===== config.mk =====
export PLATFORM = sky130hd
export DESIGN_NAME = jtpang_tilemap_flat
export DESIGN_NICKNAME = d
export VERILOG_FILES = /design/src/rtl/jtpang_tilemap_if.sv /design/src/rtl/jtpang_tilemap.sv /design/src/flat_wrapper.sv
export SDC_FILE = /design/constraint.sdc
export NUM_CORES = 1
export LEC_CHECK = 0
export CAP_MARGIN = 20
export CORE_ASPECT_RATIO = 1.2
export CORE_MARGIN = 2
export CORE_UTILIZATION = 57
export CTS_BUF_LIST = sky130_fd_sc_hd__clkbuf_4 sky130_fd_sc_hd__clkbuf_8
export DETAILED_ROUTE_END_ITERATION = 10
export PLACE_DENSITY = 0.85
export SLEW_MARGIN = 20
export SYNTH_ARGS = -nofsm -noshare
export SYNTH_HDL_FRONTEND = slang
export SYNTH_SLANG_ARGS = --single-unit

===== constraint.sdc =====
create_clock -name clk -period 5.4 [get_ports clk]
set_clock_uncertainty 0.05 [all_clocks]
set_input_delay 1.62 -clock clk [delete_from_list [all_inputs] [get_ports clk]]
set_output_delay 1.62 -clock clk [all_outputs]
set_load 0.01 [all_outputs]

===== src/rtl/jtpang_tilemap_if.sv =====
// Memory-side bus of the tile layer: map RAM scan port plus SDRAM-style ROM request port.
interface jtpang_tilemap_if #(
  parameter int unsigned CW   = 12,
  parameter int unsigned PW   = 7,
  parameter int unsigned ROMW = 18
);
  logic [10:0]        scan_addr;
  logic [CW+PW+1:0]   scan_data;
  logic [ROMW-1:0]    rom_addr;
  logic               rom_cs;
  logic               rom_ok;
  logic [31:0]        rom_data;

  modport master (
    output scan_addr, rom_addr, rom_cs,
    input  scan_data, rom_ok, rom_data
  );

  modport slave (
    input  scan_addr, rom_addr, rom_cs,
    output scan_data, rom_ok, rom_data
  );
endinterface


===== src/rtl/jtpang_tilemap.sv =====
// Scrolling 4bpp tile layer: map scan, one ROM row fetch per tile, per-pixel shifter.
// Fetch runs one tile ahead; a boundary reached before the fetch ends blanks that tile.
module jtpang_tilemap #(
  parameter int unsigned CW   = 12,
  parameter int unsigned PW   = 7,
  parameter int unsigned ROMW = 18
) (
  input  logic             clk,
  input  logic             rst_n,
  input  logic             pxl_cen,
  input  logic [8:0]       h,
  input  logic [7:0]       v,
  input  logic             flip,
  input  logic [8:0]       hscr,
  input  logic [7:0]       vscr,
  jtpang_tilemap_if.master mem,
  output logic [PW+3:0]    pxl,
  output logic             miss
);

  typedef enum logic [1:0] {IDLE, MAP, ROM, DONE} state_t;

  state_t          st, st_nx;
  logic            bnd_c;
  logic [8:0]      sx_c;
  logic [7:0]      sy_c;
  logic [CW-1:0]   map_code_c;
  logic [PW-1:0]   map_pal_c;
  logic            map_hf_c, map_vf_c;
  logic            fetch_c, map_cap_c, rom_cap_c, load_c, blank_c, miss_c;
  logic [PW-1:0]   blank_pal_c;
  logic [3:0]      head_c;
  logic [31:0]     adv_c;

  logic [2:0]      row;
  logic            flip_q;
  logic [PW-1:0]   nxt_pal;
  logic            nxt_hf;
  logic [31:0]     nxt_data;
  logic [31:0]     shift;
  logic [PW-1:0]   cur_pal;
  logic            cur_hf;

  assign bnd_c = pxl_cen && (3'(h[2:0] + hscr[2:0]) == 3'd7);
  assign sx_c  = 9'(h + hscr + 9'd8) ^ {9{flip}};
  assign sy_c  = 8'(v + vscr) ^ {8{flip}};

  assign map_code_c = mem.scan_data[CW-1:0];
  assign map_pal_c  = mem.scan_data[CW+PW-1:CW];
  assign map_hf_c   = mem.scan_data[CW+PW];
  assign map_vf_c   = mem.scan_data[CW+PW+1];

  // A late tile in MAP has not been captured yet, so its palette comes straight from the map
  assign blank_pal_c = (st == MAP) ? map_pal_c : nxt_pal;

  // Planes live one per byte; the head is bit 0 (or bit 7 when mirrored) of every byte
  assign head_c = cur_hf ? {shift[31], shift[23], shift[15], shift[7]}
                         : {shift[24], shift[16], shift[8],  shift[0]};
  assign adv_c  = cur_hf ? ((shift << 1) & 32'hFEFE_FEFE)
                         : ((shift >> 1) & 32'h7F7F_7F7F);

  always_ff @(posedge clk) begin
    if (!rst_n) st <= IDLE;
    else        st <= st_nx;
  end

  always_comb begin
    st_nx     = st;
    fetch_c   = 1'b0;
    map_cap_c = 1'b0;
    rom_cap_c = 1'b0;
    load_c    = 1'b0;
    blank_c   = 1'b0;
    miss_c    = 1'b0;
    case (st)
      IDLE: if (bnd_c) begin
        fetch_c = 1'b1;
        st_nx   = MAP;
      end
      MAP, ROM: if (bnd_c) begin
        miss_c  = 1'b1;
        load_c  = 1'b1;
        blank_c = 1'b1;
        fetch_c = 1'b1;
        st_nx   = MAP;
      end else if (st == MAP) begin
        map_cap_c = 1'b1;
        st_nx     = ROM;
      end else if (mem.rom_ok) begin
        rom_cap_c = 1'b1;
        st_nx     = DONE;
      end
      DONE: if (bnd_c) begin
        load_c  = 1'b1;
        fetch_c = 1'b1;
        st_nx   = MAP;
      end
      default: st_nx = IDLE;
    endcase
  end

  always_ff @(posedge clk) begin
    if (!rst_n) begin
      mem.scan_addr <= '0;
      mem.rom_addr  <= '0;
      mem.rom_cs    <= 1'b0;
      miss          <= 1'b0;
      pxl           <= '0;
      row           <= '0;
      flip_q        <= 1'b0;
      nxt_pal       <= '0;
      nxt_hf        <= 1'b0;
      nxt_data      <= '0;
      shift         <= '0;
      cur_pal       <= '0;
      cur_hf        <= 1'b0;
    end else begin
      miss       <= miss_c;
      mem.rom_cs <= (st_nx == ROM);
      if (fetch_c) begin
        mem.scan_addr <= {sy_c[7:3], sx_c[8:3]};
        row           <= sy_c[2:0];
        flip_q        <= flip;
      end
      if (map_cap_c) begin
        nxt_pal      <= map_pal_c;
        nxt_hf       <= map_hf_c ^ flip_q;
        mem.rom_addr <= ROMW'({map_code_c, row ^ {3{map_vf_c ^ flip_q}}});
      end
      if (rom_cap_c) nxt_data <= mem.rom_data;
      if (pxl_cen) pxl <= {cur_pal, head_c};
      if (load_c) begin
        shift   <= blank_c ? 32'd0 : nxt_data;
        cur_pal <= blank_c ? blank_pal_c : nxt_pal;
        cur_hf  <= nxt_hf;
      end else if (pxl_cen) begin
        shift <= adv_c;
      end
    end
  end

endmodule

===== src/flat_wrapper.sv =====
// flat-port wrapper written by rule: the top's interface ports become plain ports
module jtpang_tilemap_flat 
#(
  parameter int unsigned CW   = 12,
  parameter int unsigned PW   = 7,
  parameter int unsigned ROMW = 18
)
  (clk, rst_n, pxl_cen, h, v, flip, hscr, vscr, pxl, miss, mem_scan_addr, mem_rom_addr, mem_rom_cs, mem_scan_data, mem_rom_ok, mem_rom_data);
  jtpang_tilemap_if #(.CW(CW), .PW(PW), .ROMW(ROMW)) mem_i ();
  input  logic clk;
  input  logic rst_n;
  input  logic pxl_cen;
  input  logic [8:0] h;
  input  logic [7:0] v;
  input  logic flip;
  input  logic [8:0] hscr;
  input  logic [7:0] vscr;
  output logic [PW+3:0] pxl;
  output logic miss;
  output wire logic [$bits(mem_i.scan_addr)-1:0] mem_scan_addr;
  output wire logic [$bits(mem_i.rom_addr)-1:0] mem_rom_addr;
  output wire logic [$bits(mem_i.rom_cs)-1:0] mem_rom_cs;
  input wire logic [$bits(mem_i.scan_data)-1:0] mem_scan_data;
  input wire logic [$bits(mem_i.rom_ok)-1:0] mem_rom_ok;
  input wire logic [$bits(mem_i.rom_data)-1:0] mem_rom_data;
  assign mem_scan_addr = mem_i.scan_addr;
  assign mem_rom_addr = mem_i.rom_addr;
  assign mem_rom_cs = mem_i.rom_cs;
  assign mem_i.scan_data = mem_scan_data;
  assign mem_i.rom_ok = mem_rom_ok;
  assign mem_i.rom_data = mem_rom_data;
  jtpang_tilemap #(.CW(CW), .PW(PW), .ROMW(ROMW)) u_core (.clk(clk), .rst_n(rst_n), .pxl_cen(pxl_cen), .h(h), .v(v), .flip(flip), .hscr(hscr), .vscr(vscr), .mem(mem_i), .pxl(pxl), .miss(miss));
endmodule

# Yosys cells after proc, flatten, opt, wreduce, memory -nomap -nowiden
# Index checks and enable logic that the tools add are counted.
[totals]
ff_bits = 125
inputBits = 92
output_inout_bits = 42
[classes]
addsub = 4
n_mux = 23
eq_ne = 5
n_reduce_logical = 7
bitwise = 5
[ops]
columns = ["operator", "count"]
rows = [
  ["$mux W32", 4],
  ["$mux W7", 2],
  ["$mux W1", 11],
  ["$add A9 B4 Y9 const B", 1],
  ["$add A9 B9 Y9", 1],
  ["$xor A9 B9 Y9", 1],
  ["$add A8 B8 Y8", 1],
  ["$mux W2", 4],
  ["$xor A8 B8 Y8", 1],
  ["$eq A2 B2 Y1 const B", 3],
  ["$mux W4", 1],
  ["$pmux W2 S2", 1],
  ["$reduce_or A2 Y1", 2],
  ["$reduce_or A4 Y1", 1],
  ["$add A3 B3 Y3", 1],
  ["$eq A3 B3 Y1 const B", 1],
  ["$reduce_or A3 Y1", 1],
  ["$xor A3 B3 Y3", 1],
  ["$eq A2 B1 Y1 const B", 1],
  ["$logic_not A2 Y1", 1],
  ["$reduce_bool A2 Y1", 1],
  ["$xor A1 B1 Y1", 2],
  ["$logic_and A1 B1 Y1", 1],
]

# Logic depth before layout (Yosys ltp)
# Gate-level depths: netlist of run 1.
[depth]
word_depth = 7
ltp_mapped = 9

# Worst setup path before layout of run 1
# No wires, ideal clock.
[synth_timing]
path_kind = "input to register"
from = "input port h[0]"
to = "register u_core.mem.rom_addr[10]"
path_slack_ps = 1959
t_required_ps = 5280
arrival_ps = 3321
n_path_buf = 1
cell_stages = 8
path_cell_list = "ha_1 -> inv_1 -> fa_1 -> nand3b_2 -> o21ai_0 -> clkbuf_1 -> nand2_1 -> a21oi_1"
[synth_via]
elab_chain_len = 5
[synth_rtl]
columns = ["element", "line_no", "rtl"]
rows = [
  ["start: declaration", "flat_wrapper.sv:13", "input logic [8:0] h;"],
  ["$add A3 B3 Y3", "jtpang_tilemap.sv:44", "assign bnd_c = pxl_cen && (3'(h[2:0] + hscr[2:0]) == 3'd7);"],
  ["$eq A3 B3 Y1", "jtpang_tilemap.sv:44", ""],
  ["$logic_and A1 B1 Y1", "jtpang_tilemap.sv:44", ""],
  ["$mux W1", "jtpang_tilemap.sv:80", "MAP, ROM: if (bnd_c) begin"],
  ["$mux W1", "jtpang_tilemap.sv:75", "case (st)"],
  ["end signal: assignment", "jtpang_tilemap.sv:128", "mem.rom_addr <= ROMW'({map_code_c, row ^ {3{map_vf_c ^ flip_q}}});"],
  ["end: declaration", "jtpang_tilemap_if.sv:15", "output scan_addr, rom_addr, rom_cs,"],
]
# No other way between the ends.
# A chain may end at the register's enable or synchronous reset.

# Worst setup path in the final report of run 1
[layout_timing]
from = "input port hscr[0]"
to = "register u_core.shift[6]"
[layout_via]
elab_chain_len = 7
elab_cells_between_ends = 9
cone_classes = "add/sub (1); eq/ne (1); mux (5); reduce/logical (2)"
[layout_rtl]
columns = ["element", "line_no", "rtl"]
rows = [
  ["start: declaration", "flat_wrapper.sv:16", "input logic [8:0] hscr;"],
  ["$add A3 B3 Y3 *", "jtpang_tilemap.sv:44", ""],
  ["$eq A3 B3 Y1 *", "jtpang_tilemap.sv:44", ""],
  ["$logic_and A1 B1 Y1 *", "jtpang_tilemap.sv:44", ""],
  ["$mux W1 *", "jtpang_tilemap.sv:80, jtpang_tilemap.sv:93", ""],
  ["$mux W1", "-", ""],
  ["$mux W32", "jtpang_tilemap.sv:133", "shift <= blank_c ? 32'd0 : nxt_data;"],
  ["$mux W32", "jtpang_tilemap.sv:132", "if (load_c) begin"],
  ["end signal: assignment", "jtpang_tilemap.sv:133", ""],
  ["end signal: assignment", "jtpang_tilemap.sv:137", "shift <= adv_c;"],
  ["end: declaration", "jtpang_tilemap.sv:40", "logic [31:0] shift;"],
]
# Mark *: on every way between the ends. The rest lies on a longest branch, timed or not.

==> metrics.md, run 1 <==
| Metric | Value |
|---|---|
| Clock root buffer | `clkbuf_8` |
| Worst setup SP type | `input pin` |
| Final Critical Period | `about 4.2 ns` |
| Post-route worst setup slack | `1.22 ns` |
| Worst Path Max Fanout | `39` |
| CP bufs+invs | `3` |
| Yosys reg bits | `roughly 130` |
| Slew of the pin with the lowest slew margin | `approximately 1 ns` |
| Combinational share of power | `roughly 25%` |
| Post-synthesis cell area | `6130 um^2` |
| Critical path origin | `hscr[0]` |
| Vias | `about 5600` |
| PortBufs | `130` |
| Gate count of the mapped netlist | `between 700 and 800` |
| DR DRC count | `0` |
| Drt first pass iters | `5` |
| Crit-path cells | `clkdlybuf4s50_1 > ha_1 > inv_1 > fa_1 > nand3b_2 > nor3_4 > buf_4 > nand3b_1 > a311oi_1` |
| Non-filler cells, final | `between 900 and 1000` |
| Clk buf depth | `2` |
| Pre-CTS setup slack | `around 0.8 ns` |
| DRT iter0 DRCs | `273` |
| Slew Viols, Final | `0` |
| EDFF count, synth | `0` |
| Async S/R FF share, synth | `0%` |
| Psw | `796 uW` |
| Antenna Nets Post-Route | `0` |
| Post-synth cell types | `47` |
| Synth Flop Type | `dfxtp_1` |
| Largest net degree at the start of global routing | `approximately 80` |
| Vias per cell | `5.75` |
| Latest clock arrival within the worst-skew pair | `~0.45 ns` |
| Inst Count DP | `939` |
| Die W | `roughly 99 um` |
| TritonCTS clock tree | `done` |
| CTS sink count | `125` |
| Core area | `around 11000 um^2` |
| Internal power | `about 1900 uW` |
| GRT overflow | `0` |
| Worst VDD drop | `0.194 mV` |
| WL final | `15100 um` |
| Setup_tns | `0 ns` |
| Seq pwr share | `39.9%` |
| Hold Crit Class | `flop to flop` |
| GRT Overall Usage | `25.7%` |
| WL/cell | `roughly 16 um` |
| Most frequent cell after synthesis | `nand2_1` |
| Diode count | `0` |
| WP data required | `between 5 and 6 ns` |
| Hold path start | `u_core.nxt_data[30]` |
| Nets | `947` |
| Fillers | `just under 800` |
| Final GP Congestion | `0.817` |
| Final setup viols | `0` |
| Starting Density | `~58%` |
| Unrepaired setup endpoints after global routing | `no` |
| Vias in the first global route | `5539` |
| Fmax | `~0.24 GHz` |
| Final total power | `between 2000 and 3000 uW` |
| Synth warn | `0` |
| Syn-to-layout area delta | `28.5%` |
| Data arrival, critical path | `4.47 ns` |
| Critical path's slowest cell | `nor3_4` |
| CTS clk-pin slew, worst paths | `around 0.080 ns` |
| Hpwl dp | `approximately 10000 um` |
| Worst setup EP type | `flop` |
| Total power per unit cell area | `339 nW/um^2` |
| Num CTS Buffers | `17` |
| Clk pwr share | `a little over a third` |
| R2r startpoint | `u_core.st[0]` |
| Outcome | `finished, final reports clean` |
| Post-CTS sizing | `0` |
| Number of antenna violations at the first check in global routing | `0` |
| Synth top area cells | `dfxtp_1, nand2_1, a21oi_1` |
| Leakage | `around 0.0028 uW` |
| Max-slew headroom | `34.1%` |
| Global-route wire length before repair | `24500 um` |
| Max-Cap Viols | `0` |
| Final hold vios | `0` |
| Layout cells sized above 1 | `9.38%` |
| Postcts setup bufs | `0` |
| Period Utilization, post-route | `77.5%` |
| H-tree depth | `4` |
| Site Rows | `41` |
| Yosys top cell area share | `40.8%` |
| Synth area leader | `dfxtp_1` |
| Post-synth top cells | `nand2_1, dfxtp_1, a21oi_1, nor2_1, o21ai_0` |
| Crit path max-delay family | `buffers and inverters` |
| IO Count | `134` |
| Sequential fraction of the synthesis area | `40.8%` |
| Die area | `11600 um^2` |
| Mean Syn Cell Area | `8.42 um^2` |
| Sw Ratio | `29.8%` |
| Worst setup path category | `input pin to flop` |
| Hold buffer count at CTS | `0` |
| CP max stage delay | `~0.50 ns` |
| Chip height | `about 120 um` |
[kinds of logic (layout without fill, tap and decap cells)]
logic type      after synthesis  in the layout  synth area share [%]
mux                          36             36                  6.37
buf+inv                      71            183                  5.10
other cells                   1              3                0.0612
simple gates                256            256                  19.5
xor+xnor                     30             30                  4.28
fa+ha+maj                    26             26                  5.55
flops                       125            125                  40.8
compound gates              183            183                  18.3
[path summary, 6_finish.rpt]
| check | to | slack (ns) | cells past startpoint |
|---|---|---|---|
| min | u_core.nxt_data[30] | 0.40 | 2 |
| max | u_core.shift[6] | 1.22 | 9 |
| max reg2reg | u_core.shift[6] | 2.92 | 6 |
| min reg2reg | u_core.nxt_data[30] | 0.40 | 2 |
[area by class of cell]
class | instances | area (um^2) | share of cell area (%)
Timing Repair Buffer | 140 | 1370 | 17.4
Tap cell | 129 | 161 | 2.05
Multi-Input combinational cell | 534 | 3340 | 42.3
Clock inverter | 14 | 218 | 2.76
Sequential cell | 125 | 2500 | 31.8
Clock buffer | 18 | 248 | 3.14
Inverter | 11 | 42.5 | 0.540
[power groups by stage]
stage / clock network, uW / logic [uW] / registers (uW)
after floorplan: 0 / 425 / 1080
final: 941 / 662 / 1070
after CTS: 944 / 660 / 1070
after detailed placement: 0 / 654 / 1090
after global routing: 980 / 728 / 1070
after global placement: 0 / 630 / 1080
[state kept, by name (all words and copies together) (netlist names), 2 cells and up]
register / count
u_core.nxt_data: 32
u_core.shift: 32
u_core.mem.rom_addr: 15
u_core.mem.scan_addr: 11
u_core.pxl: 11
u_core.cur_pal: 7
u_core.nxt_pal: 7
u_core.row: 3
u_core.st: 2
[per-layer routing]
| metal | track usage, % | up-vias | wire length [um] |
|---|---|---|---|
| met5 | 0 | - | 0 |
| met4 | 10.1 | 0 | 380 |
| met3 | 8.31 | 38 | 1010 |
| met2 | 47.7 | 168 | 7990 |
| met1 | 26.1 | 2626 | 5720 |
| li1 | - | 2756 | - |
[cell usage in the layout (no fill, tap or decap), types with 5 or more instances in the layout]
master           Yosys  layout
nand2_1            129     129
nand3b_1            36      36
nand3_1             12      12
bufinv_16            0       5
buf_4                4      10
o21ai_0             47      46
clkbuf_8             0      18
xor2_1               5       5
clkdlybuf4s50_1      0     129
a31oi_1             11      11
mux2_2              24      24
inv_1               10      10
ha_1                24      23
mux2i_1             12      12
a211oi_1            16      16
a311oi_1            31      31
dfxtp_1            125     125
xnor2_1             25      25
nor2_1              56      55
a21oi_1             66      66
[tightest hold or removal path, delay by kind of cell, from the launching register on]
| kind | cells | cell delay, ns |
|---|---|---|
| AO/OA/AOI/OAI | 1 | 0.05 |
| flip-flops | 1 | 0.31 |
| AND/OR/NAND/NOR | 1 | 0.05 |
[through the flow]
step	utilization (%)	area [um^2]	hold WS (ns)
after CTS	74.9	7880	0.406
after global placement	70.5	7410	0.391
final	74.9	7880	0.405
after detailed placement	70.5	7410	0.397
after floorplan	-	6140	0.386
after global routing	74.9	7880	0.428
Note: power is estimated with default switching activity, not from simulation.
==> inputs of run 2 (changes only) <==
Settings changed: CORE_UTILIZATION 57 to 53, PLACE_DENSITY 0.85 to 0.8.
Clock period 5.4 ns to 4.1 ns, I/O delays scaled along.
==> run 2 against run 1 <==
  * Cell count increased by 3.5%
  * Hold slack improved by 0.0036 ns
  * First-iteration DRC count decreased by 3.7%
  * Sequential power grew 31%
  * Critical path type unchanged
  * Register-to-register slack lost 1.1 ns
  * Combinational power up 32%
  * Global-route usage fell by 1.3 points
  * Core utilization fell by 5.1 points
==> metrics.md, run 2 (synthesis gave the netlist of run 1 again) <==
| Metric | Value |
|---|---|
| Outcome | `finished, final reports clean` |
| Max-Cap Viols | `0 (unchanged)` |
| DRT iter0 DRCs | `263 (-3.7%)` |
| Worst Path Max Fanout | `29 (-26%)` |
| Layout cells sized above 1 | `9.91% (+0.52 points)` |
| PortBufs | `130 (unchanged)` |
| Post-DP Area | `7500 um^2 (+1.2%)` |
| WL final | `15100 um (-0.24%)` |
| TritonCTS clock tree | `done` |
| Period Utilization, post-route | `86.7%` |
| DR DRC count | `0 (unchanged)` |
| Final GP Congestion | `0.806 (-1.3%)` |
| CTS sink count | `125 (unchanged)` |
| Worst setup path category | `input pin to flop` |
| Setup_tns | `0 ns (unchanged)` |
| Clock root buffer | `clkbuf_8` |
| Fillers | `943 (+21%)` |
| WP data required | `4.38 ns (-1.31 ns)` |
| Hpwl dp | `10200 um (-0.11%)` |
| R2r startpoint | `u_core.st[1]` |
| Number of antenna violations at the first check in global routing | `0 (unchanged)` |
| Hold buffer count at CTS | `0 (unchanged)` |
| Fmax | `0.281 GHz` |
| WL/cell | `15.0 um (-3.6%)` |
| Worst setup EP type | `flop` |
| RR Endpoint | `u_core.shift[0]` |
| Num CTS Buffers | `17 (unchanged)` |
| Leakage | `0.00282 uW (+1.2%)` |
| Site Rows | `43 (+4.9%)` |
| Drt first pass iters | `7 (+2)` |
| Vias in the first global route | `5568 (+0.52%)` |
| CTS clk-pin slew, worst paths | `0.08 ns (about the same)` |
| Final hold vios | `0 (unchanged)` |
| Starting Density | `53.8% (-4.5 points)` |
| Worst Reg2Reg Path Length in Cells | `6 (unchanged)` |
| Hold Crit Class | `flop to flop` |
| WHS Endpoint | `u_core.mem.rom_addr[0]` |
| IO Count | `134 (unchanged)` |
| Slew Viols, Final | `0 (unchanged)` |
| Vias | `5597 (+0.16%)` |
| GRT overflow | `0 (unchanged)` |
| Worst setup SP type | `input pin` |
| Final Critical Period | `3.55 ns` |
| Slew of the pin with the lowest slew margin | `0.947 ns (-0.0406 ns)` |
| Finished Cell Area | `7970 um^2 (+1.1%)` |
| Unrepaired setup endpoints after global routing | `no` |
| Final setup viols | `0 (unchanged)` |
| Postcts setup bufs | `0 (unchanged)` |
| Global-route wire length before repair | `24400 um (-0.68%)` |
| Total power per unit cell area | `443 nW/um^2 (+31%)` |
| Crit-path cells | `clkdlybuf4s50_1 > ha_1 > inv_1 > fa_1 > xor2_1 > nor2_2 > nand4_1 > nor3b_1` |
| Worst VDD drop | `0.275 mV (+42%)` |
| Clk buf depth | `2 (unchanged)` |
| Vias per cell | `5.57 (-3.2%)` |
| Die area | `12400 um^2 (+7.3%)` |
| Die W | `102 um (+3.6%)` |
| H-tree depth | `4 (unchanged)` |
| Latest clock arrival within the worst-skew pair | `0.44 ns (about the same)` |
| Data arrival, critical path | `3.83 ns (-0.64 ns)` |
| Max-slew headroom | `36.8% (+2.7 points)` |
| Largest net degree at the start of global routing | `80 (-1.2%)` |
| Most frequent cells in the layout | `nand2_1, clkdlybuf4s50_1, dfxtp_1` |
| Diode count | `0 (unchanged)` |
| Critical path's slowest cell | `nor2_2` |
| Biggest regs | `u_core.nxt_data x32, u_core.shift x32, u_core.mem.rom_addr x15` |
| Post-CTS sizing | `0 (unchanged)` |
| Chip height | `122 um (+3.6%)` |
| Syn-to-layout area delta | `30.0%` |
| CP max stage delay | `0.78 ns (+0.28 ns)` |
| Nets | `953 (+0.63%)` |
| Hold path start | `u_core.mem.rom_addr[0]` |
| GRT Overall Usage | `24.4% (-1.3 points)` |
| Hold Path Depth | `2 (unchanged)` |
| Reg2reg setup slack | `1.84 ns (-1.08 ns)` |
| Antenna Nets Post-Route | `0 (unchanged)` |
| Core area | `11400 um^2 (+8.5%)` |
[run 2: cell count changes in the layout (fill, tap and decap cells not counted), sizes merged]
cell,previous run,this run
clkbuf,18,17
clkinv,7,2
buf,11,17
inv,10,16
[run 2: cell type report]
class	count	area (um^2)	area share, %
Multi-Input combinational cell	534	3330	41.8
Sequential cell	125	2500	31.4
Timing Repair Buffer	146	1430	17.9
Clock buffer	17	234	2.94
Clock inverter	15	233	2.92
Tap cell	157	196	2.46
Inverter	11	41.3	0.518
[run 2: power breakdown]
| group | internal (uW) | switching (uW) |
|---|---|---|
| Clock | 734 | 520 |
| Combinational | 397 | 477 |
| Sequential | 1330 | 69.4 |
[run 2: worst max-delay path by stage]
stage	depth (start not counted)	end	startpoint
after floorplan	8	u_core.mem.rom_addr[10]	h[0]
after global placement	8	u_core.mem.scan_addr[4]	hscr[0]
after detailed placement	8	u_core.mem.scan_addr[4]	hscr[0]
after CTS	8	u_core.mem.scan_addr[4]	hscr[0]
after global routing	8	u_core.mem.scan_addr[4]	hscr[0]
final	8	u_core.mem.scan_addr[4]	hscr[0]
[run 2: layer usage]
metal | vias up | global-route usage, % | share of wire (%)
met5 | - | 0 | 0
li1 | 2771 | - | -
met1 | 2654 | 26.3 | 39
met4 | 0 | 8.08 | 1.6
met2 | 142 | 44.4 | 53
met3 | 30 | 7.92 | 5.9
[run 2: stage by stage]
stage	hold slack [ns]	instances	setup WS, ns	utilization [%]	total power, uW
after detailed placement	0.396	973	0.132	65.8	2300
after floorplan	0.386	730	1.05	-	1990
after global placement	0.391	973	0.273	65.8	2260
after global routing	0.428	1005	0.369	69.9	3710
final	0.408	1005	0.547	69.9	3530
after CTS	0.409	1005	0.589	69.9	3550
[run 2: worst max-delay path, delay by kind of cell]
family        cells  cell delay (ns)
xor+xnor          1             0.26
fa+ha+maj         2             0.60
simple gates      3             1.19
buf+inv           2             0.55
